**src/rtl/ifetch_queue_if.sv**
```systemverilog
// Fetch bundle: instruction memory request/response, execute redirect, decode handoff.
// master = fetch unit, slave = surrounding core / memory / testbench.
interface ifetch_queue_if;
  logic        imem_req;
  logic [31:0] imem_addr;
  logic        imem_rvalid;
  logic [31:0] imem_rdata;
  logic        redirect_valid;
  logic [31:0] redirect_pc;
  logic        id_valid;
  logic [31:0] id_pc;
  logic [31:0] id_insn;
  logic        id_ready;
  logic        fetch_fault;

  modport master (
    output imem_req, imem_addr, id_valid, id_pc, id_insn, fetch_fault,
    input  imem_rvalid, imem_rdata, redirect_valid, redirect_pc, id_ready
  );

  modport slave (
    input  imem_req, imem_addr, id_valid, id_pc, id_insn, fetch_fault,
    output imem_rvalid, imem_rdata, redirect_valid, redirect_pc, id_ready
  );
endinterface

```
**src/rtl/ifetch_queue.sv**
```systemverilog
// Fetch PC generator + DEPTH-entry in-order instruction queue; data reaches decode 1 cycle after rvalid, fetch stalls while outstanding+occupancy == DEPTH.
// IFETCH_ALIGN_CHECK_EN: a misaligned redirect sets a sticky fetch_fault and halts fetch instead of truncating the target.
module ifetch_queue #(
  parameter logic [31:0] RESET_PC = 32'h0000_0000,
  parameter int          DEPTH    = 4
) (
  input  logic           clk,
  input  logic           rst,
  ifetch_queue_if.master bus
);
  localparam int          PW    = $clog2(DEPTH);
  localparam int          CW    = $clog2(DEPTH + 1);
  localparam logic [CW:0] LIMIT = (CW+1)'(DEPTH);

  localparam logic [1:0] IDLE  = 2'd0;
  localparam logic [1:0] RUN   = 2'd1;
  localparam logic [1:0] FLUSH = 2'd2;

  logic [1:0]    state, state_nxt;
  logic [31:0]   fetch_pc, rsp_pc, target_pc;
  logic [CW-1:0] outstanding, occupancy, drained;
  logic [PW-1:0] head, tail;
  logic [31:0]   q_pc   [DEPTH];
  logic [31:0]   q_insn [DEPTH];
  logic          redirect, fault, rsp, issue, wr, pop, has_head;

  assign redirect = bus.redirect_valid;

`ifdef IFETCH_ALIGN_CHECK_EN
  assign target_pc = bus.redirect_pc;

  always_ff @(posedge clk or posedge rst) begin
    if (rst)
      fault <= 1'b0;
    else if (redirect)
      fault <= |bus.redirect_pc[1:0];
  end
`else
  // Low target bits are simply dropped in this build.
  logic unused_pc_lsb;
  assign unused_pc_lsb = ^bus.redirect_pc[1:0];
  assign target_pc     = {bus.redirect_pc[31:2], 2'b00};
  assign fault         = 1'b0;
`endif

  assign has_head = (occupancy != '0);
  assign rsp      = bus.imem_rvalid && (outstanding != '0);
  assign issue    = (state == RUN) && !redirect && !fault &&
                    (({1'b0, outstanding} + {1'b0, occupancy}) < LIMIT);
  assign wr       = rsp && (state == RUN) && !redirect && !fault;
  assign pop      = has_head && bus.id_ready && !redirect;
  // Requests still owed after this cycle's response; decides FLUSH entry and exit.
  assign drained  = outstanding - CW'(rsp);

  always_comb begin
    state_nxt = state;
    case (state)
      IDLE:    state_nxt = RUN;
      RUN:     if (redirect && drained != '0) state_nxt = FLUSH;
      FLUSH:   if (!redirect && drained == '0) state_nxt = RUN;
      default: state_nxt = IDLE;
    endcase
  end

  always_ff @(posedge clk or posedge rst) begin
    if (rst) begin
      state       <= IDLE;
      fetch_pc    <= RESET_PC;
      rsp_pc      <= RESET_PC;
      outstanding <= '0;
      occupancy   <= '0;
      head        <= '0;
      tail        <= '0;
    end else begin
      state <= state_nxt;

      if (redirect)   fetch_pc <= target_pc;
      else if (issue) fetch_pc <= fetch_pc + 32'd4;

      // PC of the next response that will be kept; responses return in request order.
      if (redirect)   rsp_pc <= target_pc;
      else if (wr)    rsp_pc <= rsp_pc + 32'd4;

      case ({issue, rsp})
        2'b10:   outstanding <= outstanding + CW'(1);
        2'b01:   outstanding <= outstanding - CW'(1);
        default: outstanding <= outstanding;
      endcase

      if (redirect) begin
        occupancy <= '0;
        head      <= '0;
        tail      <= '0;
      end else begin
        if (wr)  tail <= tail + PW'(1);
        if (pop) head <= head + PW'(1);
        case ({wr, pop})
          2'b10:   occupancy <= occupancy + CW'(1);
          2'b01:   occupancy <= occupancy - CW'(1);
          default: occupancy <= occupancy;
        endcase
      end
    end
  end

  always_ff @(posedge clk) begin
    if (wr) begin
      q_pc[tail]   <= rsp_pc;
      q_insn[tail] <= bus.imem_rdata;
    end
  end

  assign bus.imem_req    = issue;
  assign bus.imem_addr   = fetch_pc;
  assign bus.id_valid    = has_head;
  assign bus.id_pc       = has_head ? q_pc[head]   : 32'd0;
  assign bus.id_insn     = has_head ? q_insn[head] : 32'd0;
  assign bus.fetch_fault = fault;
endmodule

```
**src/flat_wrapper.sv**
```systemverilog
// flat-port wrapper written by rule: the top's interface ports become plain ports
module ifetch_queue_flat 
#(
  parameter logic [31:0] RESET_PC = 32'h0000_0000,
  parameter int          DEPTH    = 4
)
  (clk, rst, bus_imem_req, bus_imem_addr, bus_id_valid, bus_id_pc, bus_id_insn, bus_fetch_fault, bus_imem_rvalid, bus_imem_rdata, bus_redirect_valid, bus_redirect_pc, bus_id_ready);
  ifetch_queue_if bus_i ();
  input  logic clk;
  input  logic rst;
  output wire logic [$bits(bus_i.imem_req)-1:0] bus_imem_req;
  output wire logic [$bits(bus_i.imem_addr)-1:0] bus_imem_addr;
  output wire logic [$bits(bus_i.id_valid)-1:0] bus_id_valid;
  output wire logic [$bits(bus_i.id_pc)-1:0] bus_id_pc;
  output wire logic [$bits(bus_i.id_insn)-1:0] bus_id_insn;
  output wire logic [$bits(bus_i.fetch_fault)-1:0] bus_fetch_fault;
  input wire logic [$bits(bus_i.imem_rvalid)-1:0] bus_imem_rvalid;
  input wire logic [$bits(bus_i.imem_rdata)-1:0] bus_imem_rdata;
  input wire logic [$bits(bus_i.redirect_valid)-1:0] bus_redirect_valid;
  input wire logic [$bits(bus_i.redirect_pc)-1:0] bus_redirect_pc;
  input wire logic [$bits(bus_i.id_ready)-1:0] bus_id_ready;
  assign bus_imem_req = bus_i.imem_req;
  assign bus_imem_addr = bus_i.imem_addr;
  assign bus_id_valid = bus_i.id_valid;
  assign bus_id_pc = bus_i.id_pc;
  assign bus_id_insn = bus_i.id_insn;
  assign bus_fetch_fault = bus_i.fetch_fault;
  assign bus_i.imem_rvalid = bus_imem_rvalid;
  assign bus_i.imem_rdata = bus_imem_rdata;
  assign bus_i.redirect_valid = bus_redirect_valid;
  assign bus_i.redirect_pc = bus_redirect_pc;
  assign bus_i.id_ready = bus_id_ready;
  ifetch_queue #(.RESET_PC(RESET_PC), .DEPTH(DEPTH)) u_core (.clk(clk), .rst(rst), .bus(bus_i));
endmodule
```
**config.mk**
```make
export PLATFORM = sky130hd
export DESIGN_NAME = ifetch_queue_flat
export DESIGN_NICKNAME = d
export VERILOG_FILES = /design/src/rtl/ifetch_queue_if.sv /design/src/rtl/ifetch_queue.sv /design/src/flat_wrapper.sv
export SDC_FILE = /design/constraint.sdc
export NUM_CORES = 1
export LEC_CHECK = 0
export ABC_AREA = 1
export BUFFER_PORTS_ARGS = -buffer_cell sky130_fd_sc_hd__buf_2
export CORE_MARGIN = 4
export CORE_UTILIZATION = 60
export CTS_CLUSTER_SIZE = 40
export DETAILED_ROUTE_END_ITERATION = 16
export PLACE_DENSITY = 0.92
export SLEW_MARGIN = 20
export SYNTH_ARGS = -nofsm -noshare
export SYNTH_HDL_FRONTEND = slang
export SYNTH_SLANG_ARGS = --single-unit
```
**constraint.sdc**
```tcl
create_clock -name clk -period 9.1 [get_ports clk]
set_input_delay 1.82 -clock clk [delete_from_list [all_inputs] [get_ports clk]]
set_output_delay 1.82 -clock clk [all_outputs]
set_load 0.01 [all_outputs]
```
# ---- After elaboration in Yosys (flattened, before gate mapping)
# Memory sizes are Yosys's and may differ from the RTL's.
# Cells that the tools add are included.
# Widths: inputs -> output; s select.
dict set report classes {
  n_eq_ne 8
  n_lt_le_gt_ge 1
  reduce_logical 21
  addsub 10
  mux 18
}
# cell n
set ops {}
lappend ops {{$mux 32} 6}
lappend ops {{$add 32x3->32 const B} 2}
lappend ops {{$mux 2} 6}
lappend ops {{$pmux 3 s2} 2}
lappend ops {{$reduce_bool 3->1} 4}
lappend ops {{$logic_and 1x1->1} 9}
lappend ops {{$reduce_bool 2->1} 4}
lappend ops {{$add 3x1->3 const B} 2}
lappend ops {{$eq 2x1->1 const B} 3}
lappend ops {{$eq 2x2->1 const B} 3}
lappend ops {{$pmux 2 s3} 1}
lappend ops {{$sub 3x1->3 const B} 2}
lappend ops {{$add 2x1->2 const B} 2}
lappend ops {{$add 3x3->4} 1}
lappend ops {{$lt 4x3->1 const B} 1}
lappend ops {{$logic_not 3->1} 1}
lappend ops {{$mux 3} 1}
lappend ops {{$sub 3x1->3} 1}
lappend ops {{$logic_not 2->1} 1}
lappend ops {{$mux 1} 2}
lappend ops {{$ne 2x1->1 const B} 1}
lappend ops {{$ne 2x2->1 const B} 1}
lappend ops {{$reduce_and 2->1} 1}
lappend ops {{$logic_not 1->1} 1}
dict set report totals {
  memories 2
  word_cells 67
  regBits 76
  input_bits 69
  mem_bits_rw 256
  output_inout_bits 99
}
# memory words word_bits read_ports rd_ports_with_merged_regs write_ports line
set memory_table {}
lappend memory_table {u_core.q_insn 4 32 1 0 1 ifetch_queue.sv:24} ;# logic [31:0] q_insn [DEPTH];
lappend memory_table {u_core.q_pc 4 32 1 0 1 ifetch_queue.sv:23} ;# logic [31:0] q_pc [DEPTH];

# ---- Logic depth before layout (Yosys ltp)
dict set report logic_depth {
  ltp_word 7
  mapped_depth 11
  mapped_depth_nobuf 11
}

# ---- Worst setup path after synthesis
# OpenSTA, ideal clock, no wires.
dict set report synth_path {
  path_kind {input port to flip-flop}
  startpoint {input port bus_imem_rvalid}
  endpoint {memory u_core.q_insn[0][0] (enable)}
  path_buffers 0
  cell_stages 3
  required_time_ns 8.617
  t_arrival_ns 4.821
  slack_ns 3.796
  cell_sequence {and2_1 -> nand3_1 -> nor2_1}
}
dict set report synth_via {
  elab_chain_len 5
}
# element line
set synth_rtl {}
lappend synth_rtl {{from (decl)} flat_wrapper.sv:17} ;# input wire logic [$bits(bus_i.imem_rvalid)-1:0] bus_imem_rvalid;
lappend synth_rtl {{$logic_and 1x1->1} ifetch_queue.sv:47} ;# assign rsp = bus.imem_rvalid && (outstanding != '0);
lappend synth_rtl {{$logic_and 1x1->1 (2 in a row)} ifetch_queue.sv:50} ;# assign wr = rsp && (state == RUN) && !redirect && !fault;
lappend synth_rtl {{$mux 1} ifetch_queue.sv:107} ;# if (wr) begin
lappend synth_rtl {{$mux 1 (not written as such)} ifetch_queue.sv:109} ;# q_insn[tail] <= bus.imem_rdata;
lappend synth_rtl {{to (decl)} ifetch_queue.sv:24}
# Every way passes these cells.

# ---- Worst setup path after layout
dict set report layout_path {
  startpoint {input port bus_redirect_valid}
  endpoint {output port bus_imem_req}
}
dict set report layout_via {
  elab_chain_len 3
}
# element line
set layout_rtl {}
lappend layout_rtl {{from (decl)} flat_wrapper.sv:19} ;# input wire logic [$bits(bus_i.redirect_valid)-1:0] bus_redirect_valid;
lappend layout_rtl {{$logic_not 1->1} ifetch_queue.sv:48} ;# assign issue = (state == RUN) && !redirect && !fault &&
lappend layout_rtl {{$logic_and 1x1->1 (2 in a row)} ifetch_queue.sv:48}
lappend layout_rtl {{to (decl)} flat_wrapper.sv:11} ;# output wire logic [$bits(bus_i.imem_req)-1:0] bus_imem_req;
# Every way passes these cells.

==> results.yml <==
outcome:
  outcome: "finished, final reports clean"
clocking:
  cts-htree-levels: 1
  cts_buffers: 31
  cts_sinks: 320
  cts_tree: "done"
  cts_resized: 0
  cts_setup_buffers: 0
  clk_path_buf_depth: 3
  hold_buffers: 0
  clkTransAtPathRegs_ns: 0.06
  worstSkewPairLatency_ns: 0.56
  root_buffer: "clkbuf_16"
place:
  gp_congestion: 0.972
  port_buffers: 160
  dp_hpwl_um: 22100
critical_path:
  cp.arrival_ns: 3.38
  start_kind: "input pin"
  worstPathMaxFanout: 41
  cp.required_ns: 7.28
  critPathKind: "input pin to output pin"
  end_kind: "output pin"
timing:
  rsz0062_at_grt: "false"
  fin_crit_ns: 5.20
  finalCritPeriodShare_pct: 57.1
  fin_tns_setup_ns: 0
  worst_slew_pin_slew_ns: 0.993
  maxSlewHeadroom_pct: 33.6
  slew_viol_final: 0
  setup_viol: 0
  hold_viol: 0
  fmax_ghz: 0.192
  fin_skew_ns: 0.0189
yosys:
  synth_area_sq_mm: 0.0146
  synth_area_leaders: "edfxtp_1 51%, dfrtp_1 12%, nor2_1 8.9%, nand2_1 7.8%, o21ai_0 5.5%"
  ys_async_sr_fraction_pct: 22.5
  synth_warnings: 0
  synth-seq-cells: 320
  synth_top_area_share_pct: 51.1
  synth_most_common_cell: "nor2_1"
  ys_types: 35
  synthFlopType: "edfxtp_1"
  yosysTopAreaCell: "edfxtp_1"
  synth_enable_flop_cells: 248
  synth_common_cells: "344 x nor2_1, 304 x nand2_1, 248 x edfxtp_1"
  synth_seq_area_share_pct: 63.4
  avgSynthCellArea_sq_um: 9.63
  syn_inst: 1514
global_routing:
  grtUsageTotal_pct: 26.1
  grt_pass1_wl_um: 56000
  met2_usage_pct: 44.0
  grt_overflow_total: 0
  grt_start_max_net_pins: 85
  met3_usage_pct: 4.79
  top_usage_layer: "met2"
  grt_pass1_vias: 11223
  antenna_found_initial: 0
  use_met1_pct: 34.6
drt:
  viasPerCell: 5.75
  drc: 0
  dr.pass1.iters: 5
  detail-route-antenna-nets: 0
  vias: 11500
  drt_iter0_markers: 1262
  wirelength_um: 35800
  wire_per_inst_um: 17.9
die:
  start_util_pct: 61.6
  rows: 56
  fp.dieH_um: 164
  die_w_um: 164
  ioPinCount: 168
  die_area_sq_mm: 0.0269
  core_region_area_sq_mm: 0.0237
final_layout:
  num_antenna_cells: 0
  fin_nets: 1737
  fin_util_pct: 70.0
  areaGrowthSynthToFinish_pct: 13.7
  drive_gt1_share_pct: 14.2
hold_path:
  min_path_type: "flop to flop"
power:
  p_leak_nw: 6.61
  power_density_mw_per_mm2: 272
  ir_drop_mv: 0.167
  finalPower_mw: 4.50
run:
  max-cap-violations: 0
cell families after synthesis:
logic type / count (synthesis) / share of synthesized area, %
flops: 320 / 63.4
buf+inv: 154 / 4.34
xor+xnor: 22 / 1.32
simple gates: 750 / 20.7
fa+ha+maj: 12 / 1.13
other cells: 1 / 0.0257
compound gates: 255 / 9.07
worst paths after layout:
path | startpoint | to | slack [ns] | depth (start not counted)
worst max-delay path | bus_redirect_valid | bus_imem_req | 3.90 | 5
worst min-delay path | u_core.state[0] | u_core.state[1] | 0.48 | 1
max in group asynchronous | rst | u_core.head[0] | 6.86 | 3
worst max register to register | u_core.outstanding[0] | u_core.q_insn[0][31] | 5.95 | 6
min in group asynchronous | rst | u_core.state[1] | 1.55 | 3
worst min register to register | u_core.state[0] | u_core.state[1] | 0.48 | 1
power breakdown:
part / internal (mW) / switching (mW) / leakage (nW)
Sequential: 1.78 / 0.209 / 3.11
Combinational: 0.430 / 0.864 / 3.02
Clock: 0.701 / 0.524 / 0.477
final cells by class:
| cell class | count | area (sq um) |
|---|---|---|
| well taps | 319 | 399 |
| repair buffers | 170 | 876 |
| multi-input cells | 1044 | 4750 |
| flip-flops and latches | 320 | 9250 |
| clock buffers | 48 | 890 |
| clock inverters | 10 | 87.6 |
| fillers | 1638 | 7090 |
| inverters | 89 | 334 |
placed cells by master (no fill, tap or decap), drive strengths merged:
cell      Yosys  routed
clkinv        0       5
o21ai       162     162
buf          31     170
inv          89      92
fa            2       2
xor2         19      19
bufinv        0       1
o21bai        3       3
and2          1       1
or2           3       3
xnor2         3       3
nor2        347     347
conb          1       5
ha           10      10
nand3b       13      13
a21oi        73      73
nor3         16      16
nand3        62      62
a31oi         3       3
edfxtp      248     248
o211ai       12      12
clkinvlp      0       1
dfrtp        72      72
a22oi         1       1
nand4         3       3
clkbuf       34      48
a21o          1       1
nand2       305     305
through the flow:
step           area, sq um  setup WS (ns)  std cells  hold WS, ns
5_1_grt              16600           3.77       2000        0.522
6_report             16600           3.90       2000        0.480
2_1_floorplan        14600           3.80       1518        0.437
3_5_place_dp         15600           3.85       1942        0.464
4_1_cts              16600           3.91       2000        0.487
3_3_place_gp         15600           3.96       1942        0.452
critical path, stage by stage:
cell and delay [ns]:
buf_2 0.36, nor2_1 0.31, nand4_4 0.21, inv_2 0.42
buf_2 0.22
metal layers:
metal / vias to the layer above / routed length (um)
met5: - / 0
met4: 0 / 973
met3: 89 / 3550
met1: 5435 / 14100
met2: 618 / 17200
li1: 5358 / -
sequential cells by signal, summed over array words and instances (netlist names):
signal / flops
u_core.q_insn: 128
u_core.head: 2
u_core.q_pc: 120
u_core.occupancy: 3
u_core.tail: 2
u_core.bus.imem_addr: 30
u_core.rsp_pc: 30
u_core.outstanding: 3
u_core.state: 2
Note: power is estimated with default switching activity, not from simulation.
